File: config.mk
export PLATFORM = sky130hd
export DESIGN_NAME = id_ex_pipe_reg
export DESIGN_NICKNAME = d
export VERILOG_FILES = /design/src/rtl/id_ex_pipe_reg_pkg.sv /design/src/rtl/id_ex_skid_entry.sv /design/src/rtl/id_ex_pipe_reg.sv
export SDC_FILE = /design/constraint.sdc
export NUM_CORES = 1
export LEC_CHECK = 0
export CAP_MARGIN = 20
export CORE_MARGIN = 8
export CORE_UTILIZATION = 51
export DETAILED_ROUTE_END_ITERATION = 7
export MAX_ROUTING_LAYER = met4
export PLACE_DENSITY = 0.78
export REMOVE_ABC_BUFFERS = 1
export SLEW_MARGIN = 20
export SYNTH_ARGS = -nofsm -noshare
export SYNTH_HDL_FRONTEND = slang
export SYNTH_HIERARCHICAL = 1
export SYNTH_SLANG_ARGS = --single-unit
File: constraint.sdc
create_clock -name clk -period 2.8 [get_ports clk]
set_input_delay 0.42 -clock clk [delete_from_list [all_inputs] [get_ports clk]]
set_output_delay 0.42 -clock clk [all_outputs]
set_load 0.01 [all_outputs]
File: src/rtl/id_ex_pipe_reg_pkg.sv
// Shared definitions for the ID/EX pipeline register: occupancy state encoding
// and bit offsets of the fields packed into the control bundle.
package id_ex_pipe_reg_pkg;

    localparam logic [1:0] ST_EMPTY = 2'd0;
    localparam logic [1:0] ST_ONE   = 2'd1;
    localparam logic [1:0] ST_TWO   = 2'd2;

    localparam int unsigned CTRL_RD_LSB   = 0;
    localparam int unsigned CTRL_RS1_LSB  = 5;
    localparam int unsigned CTRL_RS2_LSB  = 10;
    localparam int unsigned CTRL_ALU_LSB  = 15;
    localparam int unsigned CTRL_JAL_BIT  = 19;
    localparam int unsigned CTRL_JALR_BIT = 20;
    localparam int unsigned CTRL_BR_BIT   = 21;
    localparam int unsigned CTRL_MEM_BIT  = 22;
    localparam int unsigned CTRL_WEN_BIT  = 23;
    localparam int unsigned CTRL_BITS     = 24;

    function automatic logic [CTRL_BITS-1:0] pack_ctrl(
        input logic [4:0] rd,
        input logic [4:0] rs1,
        input logic [4:0] rs2,
        input logic [3:0] alu,
        input logic       jal,
        input logic       jalr,
        input logic       branch,
        input logic       mem,
        input logic       reg_wen
    );
        logic [CTRL_BITS-1:0] c;
        c = '0;
        c[CTRL_RD_LSB  +: 5] = rd;
        c[CTRL_RS1_LSB +: 5] = rs1;
        c[CTRL_RS2_LSB +: 5] = rs2;
        c[CTRL_ALU_LSB +: 4] = alu;
        c[CTRL_JAL_BIT]      = jal;
        c[CTRL_JALR_BIT]     = jalr;
        c[CTRL_BR_BIT]       = branch;
        c[CTRL_MEM_BIT]      = mem;
        c[CTRL_WEN_BIT]      = reg_wen;
        return c;
    endfunction

endpackage

File: src/rtl/id_ex_skid_entry.sv
// One buffered ID/EX entry: valid flag, payload and control bundle.
// clear drops the entry and zeroes control but leaves the payload in place.
module id_ex_skid_entry #(
    parameter int unsigned DATA_W = 128,
    parameter int unsigned CTRL_W = 24
) (
    input  logic              clk,
    input  logic              rst_n,
    input  logic              load,
    input  logic              clear,
    input  logic [DATA_W-1:0] load_data,
    input  logic [CTRL_W-1:0] load_ctrl,
    output logic              valid,
    output logic [DATA_W-1:0] data,
    output logic [CTRL_W-1:0] ctrl
);

    always_ff @(posedge clk) begin
        if (!rst_n) begin
            valid <= 1'b0;
            data  <= '0;
            ctrl  <= '0;
        end else if (clear) begin
            valid <= 1'b0;
            ctrl  <= '0;
        end else if (load) begin
            valid <= 1'b1;
            data  <= load_data;
            ctrl  <= load_ctrl;
        end
    end

endmodule

File: src/rtl/id_ex_pipe_reg.sv
// ID/EX pipeline register with optional two-entry skid buffer, flush and
// a saturating bubble counter for cycles where execute was idle but ready.
module id_ex_pipe_reg
    import id_ex_pipe_reg_pkg::*;
#(
    parameter int unsigned DATA_W = 128,
    parameter int unsigned CTRL_W = 24,
    parameter int unsigned SKID   = 1,
    parameter int unsigned CNT_W  = 16
) (
    input  logic              clk,
    input  logic              rst_n,
    input  logic              in_valid,
    output logic              in_ready,
    input  logic [DATA_W-1:0] in_data,
    input  logic [CTRL_W-1:0] in_ctrl,
    output logic              out_valid,
    input  logic              out_ready,
    output logic [DATA_W-1:0] out_data,
    output logic [CTRL_W-1:0] out_ctrl,
    input  logic              flush,
    output logic [1:0]        occupancy,
    output logic [CNT_W-1:0]  bubble_cnt
);

    logic              main_valid;
    logic [DATA_W-1:0] main_data;
    logic [CTRL_W-1:0] main_ctrl;
    logic              pop;
    logic [CNT_W-1:0]  bubble_q;

    assign out_valid  = main_valid;
    assign out_data   = main_data;
    assign out_ctrl   = main_ctrl;
    assign pop        = main_valid && out_ready;
    assign bubble_cnt = bubble_q;

    generate
        if (SKID != 0) begin : g_skid
            logic [1:0]        state;
            logic [1:0]        state_nxt;
            logic              ready_q;
            logic              push;
            logic              main_load;
            logic              main_clear;
            logic              skid_load;
            logic              skid_clear;
            logic              skid_valid;
            logic [DATA_W-1:0] skid_data;
            logic [CTRL_W-1:0] skid_ctrl;
            logic [DATA_W-1:0] main_src_data;
            logic [CTRL_W-1:0] main_src_ctrl;

            assign push = in_valid && ready_q && !flush;

            always_comb begin
                state_nxt  = state;
                main_load  = 1'b0;
                main_clear = 1'b0;
                skid_load  = 1'b0;
                skid_clear = 1'b0;
                if (flush) begin
                    state_nxt  = ST_EMPTY;
                    main_clear = 1'b1;
                    skid_clear = 1'b1;
                end else begin
                    case (state)
                        ST_EMPTY: begin
                            if (push) begin
                                state_nxt = ST_ONE;
                                main_load = 1'b1;
                            end
                        end
                        ST_ONE: begin
                            if (push && pop) begin
                                main_load = 1'b1;
                            end else if (push) begin
                                state_nxt = ST_TWO;
                                skid_load = 1'b1;
                            end else if (pop) begin
                                state_nxt  = ST_EMPTY;
                                main_clear = 1'b1;
                            end
                        end
                        ST_TWO: begin
                            if (pop) begin
                                state_nxt  = ST_ONE;
                                main_load  = 1'b1;
                                skid_clear = 1'b1;
                            end
                        end
                        default: begin
                            state_nxt  = ST_EMPTY;
                            main_clear = 1'b1;
                            skid_clear = 1'b1;
                        end
                    endcase
                end
            end

            // A valid skid entry is always older than anything on the input.
            assign main_src_data = skid_valid ? skid_data : in_data;
            assign main_src_ctrl = skid_valid ? skid_ctrl : in_ctrl;

            // in_ready is looked up from the next state so it never sees out_ready combinationally.
            always_ff @(posedge clk) begin
                if (!rst_n) begin
                    state   <= ST_EMPTY;
                    ready_q <= 1'b1;
                end else begin
                    state   <= state_nxt;
                    ready_q <= (state_nxt != ST_TWO);
                end
            end

            id_ex_skid_entry #(.DATA_W(DATA_W), .CTRL_W(CTRL_W)) u_main (
                .clk       (clk),
                .rst_n     (rst_n),
                .load      (main_load),
                .clear     (main_clear),
                .load_data (main_src_data),
                .load_ctrl (main_src_ctrl),
                .valid     (main_valid),
                .data      (main_data),
                .ctrl      (main_ctrl)
            );

            id_ex_skid_entry #(.DATA_W(DATA_W), .CTRL_W(CTRL_W)) u_skid (
                .clk       (clk),
                .rst_n     (rst_n),
                .load      (skid_load),
                .clear     (skid_clear),
                .load_data (in_data),
                .load_ctrl (in_ctrl),
                .valid     (skid_valid),
                .data      (skid_data),
                .ctrl      (skid_ctrl)
            );

            assign in_ready  = ready_q;
            assign occupancy = (state == ST_TWO) ? 2'd2 :
                               (state == ST_ONE) ? 2'd1 : 2'd0;
        end else begin : g_single
            logic push;

            assign in_ready = !main_valid || out_ready;
            assign push     = in_valid && in_ready && !flush;

            id_ex_skid_entry #(.DATA_W(DATA_W), .CTRL_W(CTRL_W)) u_main (
                .clk       (clk),
                .rst_n     (rst_n),
                .load      (push),
                .clear     (flush || (pop && !push)),
                .load_data (in_data),
                .load_ctrl (in_ctrl),
                .valid     (main_valid),
                .data      (main_data),
                .ctrl      (main_ctrl)
            );

            assign occupancy = {1'b0, main_valid};
        end
    endgenerate

    always_ff @(posedge clk) begin
        if (!rst_n) begin
            bubble_q <= '0;
        end else if (!main_valid && out_ready && (bubble_q != '1)) begin
            bubble_q <= bubble_q + CNT_W'(1);
        end
    end

endmodule

== After elaboration in Yosys (flattened, before gate mapping) ==
Index checks and enable logic that the tools add are counted.

* Output and inout port bits: 172
* Register bits after elaboration: 325
* Memories: 0
* Bits in read-only memories: 0
* Input bits: 157
* Bits in latches: 0
* RAM bits: 0

* Divide/modulo/power cells: 0
* Mux-type cells: 25
* Multipliers: 0
* $lt $le $gt $ge: 0
* Bitwise operators: 3
* Equality and inequality tests: 4
* Reductions and logical operators: 15
* Shift-type cells: 0
* Add/subtract/negate cells: 1

{| class="wikitable"
|+ Operators with widths
! kind !! number
|-
| 128-bit two-way mux || 1
|-
| 24-bit two-way mux || 1
|-
| 16-bit by 1-bit adder with 16-bit output, second input constant || 1
|-
| 16-bit != test, second input constant || 1
|-
| 2-bit two-way mux || 7
|-
| 1-bit two-way mux || 12
|-
| 2-bit OR reduction || 4
|-
| 1-bit logical AND || 6
|-
| 2-bit one-hot mux with 3 select lines || 1
|-
| 1-bit one-hot mux with 2 select lines || 2
|-
| 2-bit AND reduction || 2
|-
| 1-bit inverter || 3
|-
| 1-bit one-hot mux with 3 select lines || 1
|-
| 2-bit by 1-bit == test with 1-bit output, second input constant || 1
|-
| 2-bit == test, second input constant || 1
|-
| 1-bit logical NOT || 2
|-
| 2-bit logical NOT || 1
|-
| 2-bit != test, second input constant || 1
|}

== Logic depth before layout (Yosys ltp) ==
Gate-level depths: netlist (run 1).

* Word-level depth: 8
* Depth in mapped cells: 9
* Gate-level depth less buffers: 6

== By module ==
Netlist (run 1), hierarchy kept.

{| class="wikitable"
|+ Modules (own cells, without submodules)
! module !! cells each !! sequential area each (um2) !! area an instance (um2) !! times used
|-
| id_ex_skid_entry || 638 || 3,062.9 || 6,092.1 || 2
|-
| id_ex_pipe_reg || 294 || 380.4 || 2,855.2 || 1
|}

== Worst setup path after synthesis (run 1) ==
Ideal clock, no wire load.

* Path type: input-to-reg
* From: in flush
* To: reg g_skid.u_main.data[103]
* Path buffers: 3
* Slack: 0.595 ns
* Cell stages on the path: 9
* Required time: 2.728 ns
* Arrival: 2.134 ns
* Cells stage by stage: nor4bb_1 > a21oi_1 > or2_2 > a21oi_1 > buf_4 > nor2b_4 > buf_6 > buf_12 > mux2i_1

{| class="wikitable"
|+ RTL lines
! what !! RTL line !! source
|-
| from (decl) || id_ex_pipe_reg.sv:21 || <nowiki>input logic flush,</nowiki>
|-
| 1-bit logical NOT || id_ex_pipe_reg.sv:54 || <nowiki>assign push = in_valid && ready_q && !flush;</nowiki>
|-
| 1-bit logical AND || id_ex_pipe_reg.sv:54 ||
|-
| 1-bit logical AND || id_ex_pipe_reg.sv:75 || <nowiki>if (push && pop) begin</nowiki>
|-
| 1-bit two-way mux || id_ex_pipe_reg.sv:75 ||
|-
| 1-bit one-hot mux with 3 select lines || id_ex_pipe_reg.sv:67 || <nowiki>case (state)</nowiki>
|-
| 1-bit two-way mux * || id_ex_pipe_reg.sv:62 || <nowiki>if (flush) begin</nowiki>
|-
| named net g_skid.main_load || id_ex_pipe_reg.sv:44 || <nowiki>logic main_load;</nowiki>
|-
| 2-bit AND reduction (no line) * || - ||
|-
| to (signal assigned) || id_ex_skid_entry.sv:28 || <nowiki>data <= load_data;</nowiki>
|-
| to (decl) || id_ex_skid_entry.sv:14 || <nowiki>output logic [DATA_W-1:0] data,</nowiki>
|}

The timed path passes the listed nets; every way through them passes the cells marked *.
A chain may end at the register's enable or synchronous reset.

== Final worst setup path (run 1) ==
* From: reg g_skid.state[1]
* To: reg g_skid.u_main.data[15]

{| class="wikitable"
|+ RTL lines
! what !! RTL line !! source
|-
| from (decl) || id_ex_pipe_reg.sv:40 || <nowiki>logic [1:0] state;</nowiki>
|-
| from (signal assigned) || id_ex_pipe_reg.sv:111 || <nowiki>state <= state_nxt;</nowiki>
|-
| 2-bit == test (tied with other cells) || id_ex_pipe_reg.sv:67 ||
|-
| 1-bit one-hot mux with 3 select lines * || id_ex_pipe_reg.sv:67 ||
|-
| 1-bit two-way mux * || id_ex_pipe_reg.sv:62 ||
|-
| named net g_skid.main_load || id_ex_pipe_reg.sv:44 ||
|-
| 2-bit AND reduction (no line) * || - ||
|}

Marked as above.

==> results of run 1 <==
## stage by stage
step | area [um2] | instances
2_1_floorplan | 14100 | 1452
3_3_place_gp | 18400 | 2211
3_5_place_dp | 18400 | 2211
4_1_cts | 19600 | 2273
5_1_grt | 19600 | 2275
6_report | 19600 | 2275
## kinds of logic after synthesis
family | synth area share [%]
adders and majority gates | 0.0832
AOI/OAI and AO/OA | 1.56
muxes | 31.9
xor gates and xnor gates | 0.0582
and+or+nand+nor | 16.6
buffers and inverters | 6.46
DFF | 43.3
## layout make-up
class,instances,area [um2],area share [%]
multi-input cells,1120,7570,38.5
flip-flops and latches,325,6510,33.1
repair buffers,369,3850,19.6
clock buffers,54,1080,5.50
well taps,390,488,2.48
clock inverters,8,118,0.599
inverters,7,26.3,0.134
diodes,2,5.00,0.0255
## final timing paths
path	slack, ns	endpoint	cells past startpoint
min reg2reg	0.45	g_skid.u_skid/data[71]	2
max	0.54	g_skid.u_main/data[15]	8
min	0.37	g_skid.u_skid/data[76]	3
max reg2reg	0.54	g_skid.u_main/data[15]	8
## tightest hold or removal path, delay by kind of cell
kind          cells  cell delay [ns]
buf+inv           1             0.22
mux               1             0.05
simple gates      1             0.12
## power groups by stage
stage	combinational (mW)	sequential [mW]	clock, mW
finish	0.921	4.72	4.75
global route	0.999	4.73	5.07
CTS	0.927	4.72	4.87
detailed placement	0.920	4.82	0
global placement	0.902	4.82	0
floorplan	0.345	4.84	0
## synthesized netlist by cell type (2+ instances only)
master    instances
mux2i_1         309
and3_1            3
buf_6             2
dfxtp_1         325
a21o_1            2
buf_12           26
o211a_1           2
buf_4             6
nor2_1           56
o21ai_0           7
and2_1            2
clkbuf_1         51
o41ai_1           2
buf_2            33
nor2b_4           2
mux2_2          152
nor2b_1           2
nor4_1            2
a21boi_0          2
nand3_1           6
a21oi_1           5
nand3b_1          2
nand4_1           3
nand2_1         528
o311ai_0          2
nand2b_1          9
inv_1             7
## metal layers
layer	vias to the layer above	wire length [um]	global-route usage, %	part of all wire [%]
met5	-	0	-	0
met3	71	2210	4.66	5.8
met4	0	1050	6.97	2.7
met2	303	18700	36.1	49
li1	5796	-	-	-
met1	5558	16200	25.1	43
## sequential cells by signal, summed over array words and instances, names as in the netlist
signal               cells
g_skid.u_main/ctrl      24
bubble_cnt              16
g_skid.u_skid/data     128
g_skid.state             2
g_skid.u_main/valid      1
in_ready                 1
g_skid.u_skid/ctrl      24
g_skid.u_skid/valid      1
g_skid.u_main/data     128
==> results.tsv, run 1 <==
stage	metric	value	unit
run_status	status	completed	
global_routing	vias in the first global route	11892	
pwr	combinational share of power	8.9	%
critical_path	Worst path top cell family by delay	simple AND/OR/NAND/NOR gates	
logic_synthesis	syn_area_per_cell	9.58	um2
timing	post-route setup slack	0.541	ns
floorplanning	Die Area	35200	um2
final_layout	Finished Core Util	67.0	%
clocking	latest clock arrival within the worst-skew pair	0.50	ns
clocking	root buf cell	clkbuf_16	
clocking	clk sinks	325	
pwr	Leak	6.91	nW
pwr	Pwr Density	529	nW/um2
pwr	Design Power	10.4	mW
floorplanning	CORE AREA	29300	um2
placed_design	gpl congestion	0.844	
pwr	Peak VDD IR	390	uV
clocking	CTS Hold Bufs	0	
final_layout	commonest non-fill, non-tap cell in the layout	nand2_1	
global_routing	initial antenna violation count	2	
logic_synthesis	synth top area cells	dfxtp_1 (43%), mux2i_1 (21%), nand2_1 (13%)	
critical_path	critical path's most frequent cell	buf_12	
floorplanning	Die Height	188	um
global_routing	Total GRT Usage	21.4	%
timing	minimum clock period	2.26	ns
timing	worst-margin pin slew	0.604	ns
placed_design	HPWL after detailed placement	26600	um
logic_synthesis	Yosys cell types	49	
pwr	Internal	8.12	mW
flow_run	number of max-cap violations	0	
logic_synthesis	ys async rst share	0	%
floorplanning	Die Wd	188	um
placed_design	pre-CTS WS	0.0895	ns
critical_path	CP Cell Sequence	nor4bb_1 > a21oi_1 > or2_2 > a21oi_4 > nor2b_4 > buf_12 > buf_12 > mux2i_1	
routing	DRC	0	
clocking	clock-pin slew on the worst setup and hold paths	0.06	ns
timing	clk_skew	0.0170	ns
logic_synthesis	Most used DFF post-synth	dfxtp_1	
logic_synthesis	Syn Inst Count	1570	
critical_path	Crit Path Class	reg2reg	
clocking	TritonCTS clock tree	built	
logic_synthesis	post-synthesis sequential area ratio	43.3	%
clocking	TritonCTS Buffers	36	
critical_path	Crit. End Element	register	
timing	hold_ws	0.370	ns
pwr	Sw Pwr	2.28	mW
placed_design	IO buf count	328	
timing	Tcrit/Tclk final	80.7	%
logic_synthesis	EDFF count, synth	0	
final_layout	most frequent cells in the layout	nand2_1 (528), clkdlybuf4s50_1 (327), dfxtp_1 (324)	
global_routing	largest net degree at the start of global routing	112	
critical_path	slowest stage delay, CP	0.42	ns
timing	max-slew violation count	0	
routing	1st-pass router iterations	8	
critical_path	RR Startpoint	g_skid.state[1]	
pwr	clock network fraction of total power	45.7	%
timing	Final Hold Fails	0	
min_path	min-delay src	rst_n	
timing	unrepaired setup endpoints after global routing	false	
logic_synthesis	Yosys reg bits	325	
critical_path	WP buf/inv	2	
routing	WL/cell	16.8	um
critical_path	Critical Path RT	3.21	ns
final_layout	# nets final	2017	
logic_synthesis	leading area contributor after synthesis	dfxtp_1	
clocking	# resized after CTS	0	
routing	Initial DRC Count	570	
timing	Slew HR	59.2	%
final_layout	P&R area growth vs syn	30.6	%
routing	Vias	11728	
global_routing	first-pass GRT wire length	62000	um
critical_path	worst-path cell with the longest stage delay	nor4bb_1	
critical_path	worst-path fanout max	16	
final_layout	layout cells sized above 1	13.6	%
floorplanning	IO Pins	329	
global_routing	gr ovfl total	0	
pwr	switching share of power	21.9	%
critical_path	CP startpoint	g_skid.state[1]	
floorplanning	# rows	63	
timing	TNS Setup	0	ns
clocking	Post-CTS Setup Bufs	0	
critical_path	crit path DAT	2.67	ns
routing	Routed Antenna Nets	0	
floorplanning	Initial Util	51.3	%
clocking	CTS H-Tree Depth	2	
min_path	worst hold path class	in2reg	
final_layout	fillers	2343	
critical_path	CP startpoint kind	register	
clocking	CTS max path bufs	3	
logic_synthesis	Post-Syn Area	15000	um2
timing	final setup violation count	0	
logic_synthesis	Ys Warns	6	
pwr	Seq pwr share	45.4	%
routing	total routed wirelength	38200	um
timing	maximum operating frequency	443	MHz
routing	Via-to-Cell Ratio	5.16	
logic_synthesis	area fraction of the dominant cell type after synthesis	43.3	%
Power figures use the tool's default switching activity.
==> run 2, diff against run 1 <==
==> constraint.sdc (replaced) <==
create_clock -name clk -period 2.1 [get_ports clk]
set_input_delay 0.315 -clock clk [delete_from_list [all_inputs] [get_ports clk]]
set_output_delay 0.315 -clock clk [all_outputs]
set_load 0.01 [all_outputs]
==> results.tsv, run 2 (same netlist as run 1, synthesis figures left out) <==
stage	metric	value	unit	change
clocking	clock-pin slew on the worst setup and hold paths	0.06	ns	about the same
global_routing	initial antenna violation count	4		+2
pwr	Internal	11.6	mW	+42%
run_status	status	finished, violations left		
placed_design	HPWL after detailed placement	26600	um	-0.35%
final_layout	Finished Core Util	68.9	%	+1.9 points
final_layout	# nets final	2045		+1.4%
global_routing	largest net degree at the start of global routing	103		-8.0%
floorplanning	Die Wd	188	um	unchanged
timing	Slew HR	63.2	%	+4.1 points
routing	Initial DRC Count	465		-18%
flow_run	number of max-cap violations	0		unchanged
pwr	Pwr Density	725	nW/um2	+37%
critical_path	CP startpoint	in_valid		
timing	TNS Setup	-0.00847	ns	-0.00847 ns
critical_path	Critical Path RT	2.51	ns	-0.70 ns
clocking	TritonCTS Buffers	37		+2.8%
critical_path	slowest stage delay, CP	0.48	ns	+0.06 ns
floorplanning	# rows	63		unchanged
pwr	Leak	7.21	nW	+4.3%
timing	maximum operating frequency	475	MHz	
pwr	switching share of power	21.2	%	-0.69 points
pwr	clock network fraction of total power	48.2	%	+2.5 points
final_layout	most frequent cells in the layout	nand2_1 (527), clkdlybuf4s50_1 (327), dfxtp_1 (323)		
routing	DRC	0		unchanged
run_status	failing checks	negative setup slack		
routing	Routed Antenna Nets	0		unchanged
pwr	combinational share of power	8.8	%	about the same
timing	post-route setup slack	-0.00708	ns	-0.548 ns
critical_path	critical path's most frequent cell	buf_4		
clocking	clk sinks	325		unchanged
floorplanning	Die Height	188	um	unchanged
global_routing	vias in the first global route	12104		+1.8%
clocking	CTS H-Tree Depth	2		unchanged
pwr	Sw Pwr	3.11	mW	+37%
final_layout	commonest non-fill, non-tap cell in the layout	nand2_1		
clocking	latest clock arrival within the worst-skew pair	0.50	ns	about the same
routing	1st-pass router iterations	4		-4
min_path	min-delay src	rst_n		
critical_path	crit path DAT	2.52	ns	-0.15 ns
pwr	Seq pwr share	43.0	%	-2.4 points
routing	Via-to-Cell Ratio	5.12		-0.75%
clocking	CTS Hold Bufs	0		unchanged
timing	Final Hold Fails	0		unchanged
timing	final setup violation count	2		+2
floorplanning	IO Pins	329		unchanged
final_layout	biggest regs	g_skid.u_main/data x128, g_skid.u_skid/data x128		
floorplanning	CORE AREA	29300	um2	unchanged
final_layout	P&R area growth vs syn	34.4	%	
timing	max-slew violation count	0		unchanged
final_layout	layout cells sized above 1	15.5	%	+1.8 points
global_routing	Total GRT Usage	21.6	%	+0.22 points
critical_path	Crit. End Element	register		
routing	WL/cell	17.0	um	+1.3%
critical_path	RR Startpoint	g_skid.state[1]		
placed_design	IO buf count	328		unchanged
floorplanning	Initial Util	51.3	%	unchanged
critical_path	Worst path top cell family by delay	buffers and inverters		
timing	worst-margin pin slew	0.546	ns	-0.0577 ns
critical_path	worst-path fanout max	8		-8
floorplanning	Die Area	35200	um2	unchanged
routing	total routed wirelength	39200	um	+2.7%
global_routing	first-pass GRT wire length	62400	um	+0.74%
critical_path	CP Cell Sequence	clkdlybuf4s50_1 > nor4bb_4 > buf_4 > a21oi_2 > or2_4 > a21oi_4 > nor2b_4 > buf_12 > buf_4 > mux2i_1		
placed_design	gpl congestion	0.834		-1.1%
clocking	TritonCTS clock tree	built		
pwr	Design Power	14.7	mW	+41%
critical_path	WP buf/inv	4		+2
timing	unrepaired setup endpoints after global routing	true		
min_path	worst hold path class	in2reg		
critical_path	worst-path cell with the longest stage delay	clkdlybuf4s50_1		
timing	clk_skew	0.00860	ns	-0.00835 ns
clocking	root buf cell	clkbuf_16		
clocking	CTS max path bufs	3		unchanged
timing	Tcrit/Tclk final	100	%	
critical_path	Crit Path Class	in2reg		
routing	Vias	11804		+0.65%
global_routing	gr ovfl total	0		unchanged
critical_path	CP startpoint kind	input port		
pwr	Peak VDD IR	693	uV	+78%
timing	minimum clock period	2.11	ns	
run 2: timing repair:
| item | CTS | global route |
|---|---|---|
| setup buffers | 5 | 7 |
| setup endpoints to repair | 151 | 187 |
| gates cloned | 5 | 1 |
| pin swaps | 1 | 1 |
| gates resized for setup | 17 | 7 |
run 2: power by group through the flow:
stage	clock, mW	sequential, mW	combinational (mW)
floorplan	0	6.46	0.461
global placement	0	6.43	1.23
detailed placement	0	6.43	1.26
CTS	7.20	6.30	1.31
global route	7.48	6.30	1.40
finish	7.07	6.30	1.30
run 2: layer usage:
metal	global-route usage [%]	wire [um]
met5	-	0
met4	7.24	1120
met3	4.23	2020
met2	36.2	18900
met1	25.8	17100
run 2: final cells by class:
cell class | instances | area (um2)
inverter | 7 | 26.3
clock inverter | 12 | 241
tap | 390 | 488
fill | 2201 | 9110
multi-input combinational | 1120 | 7610
sequential | 325 | 6510
timing repair buffer | 396 | 4200
clock buffer | 53 | 1130
antenna | 4 | 10.0
run 2: through the flow:
step / hold slack, ns / cells / instance area (um2) / setup WS, ns
floorplan: 0.431 / 1452 / 14100 / -4.23
global placement: 0.438 / 2229 / 18600 / -0.477
detailed placement: 0.445 / 2229 / 18600 / -0.493
CTS: 0.200 / 2304 / 20300 / -0.0309
global route: 0.209 / 2307 / 20200 / -0.118
finish: 0.210 / 2307 / 20200 / -0.00708
run 2: path summary, 6_finish.rpt:
| check | to | slack [ns] | cells past startpoint |
|---|---|---|---|
| hold / removal | g_skid.u_main/data[92] | 0.21 | 3 |
| setup / recovery | g_skid.u_main/data[60] | -0.007 | 10 |
| hold reg to reg | g_skid.u_skid/data[44] | 0.45 | 2 |
| setup reg to reg | g_skid.u_main/data[60] | -0.007 | 9 |
run 2: worst register-to-register path: stages (launching register included):
cell and delay (ns):
dfxtp_2 0.33, nor4bb_4 0.26, buf_4 0.16, a21oi_2 0.04, or2_4 0.24, a21oi_4 0.12
nor2b_4 0.21, buf_12 0.17, buf_4 0.23, mux2i_1 0.24
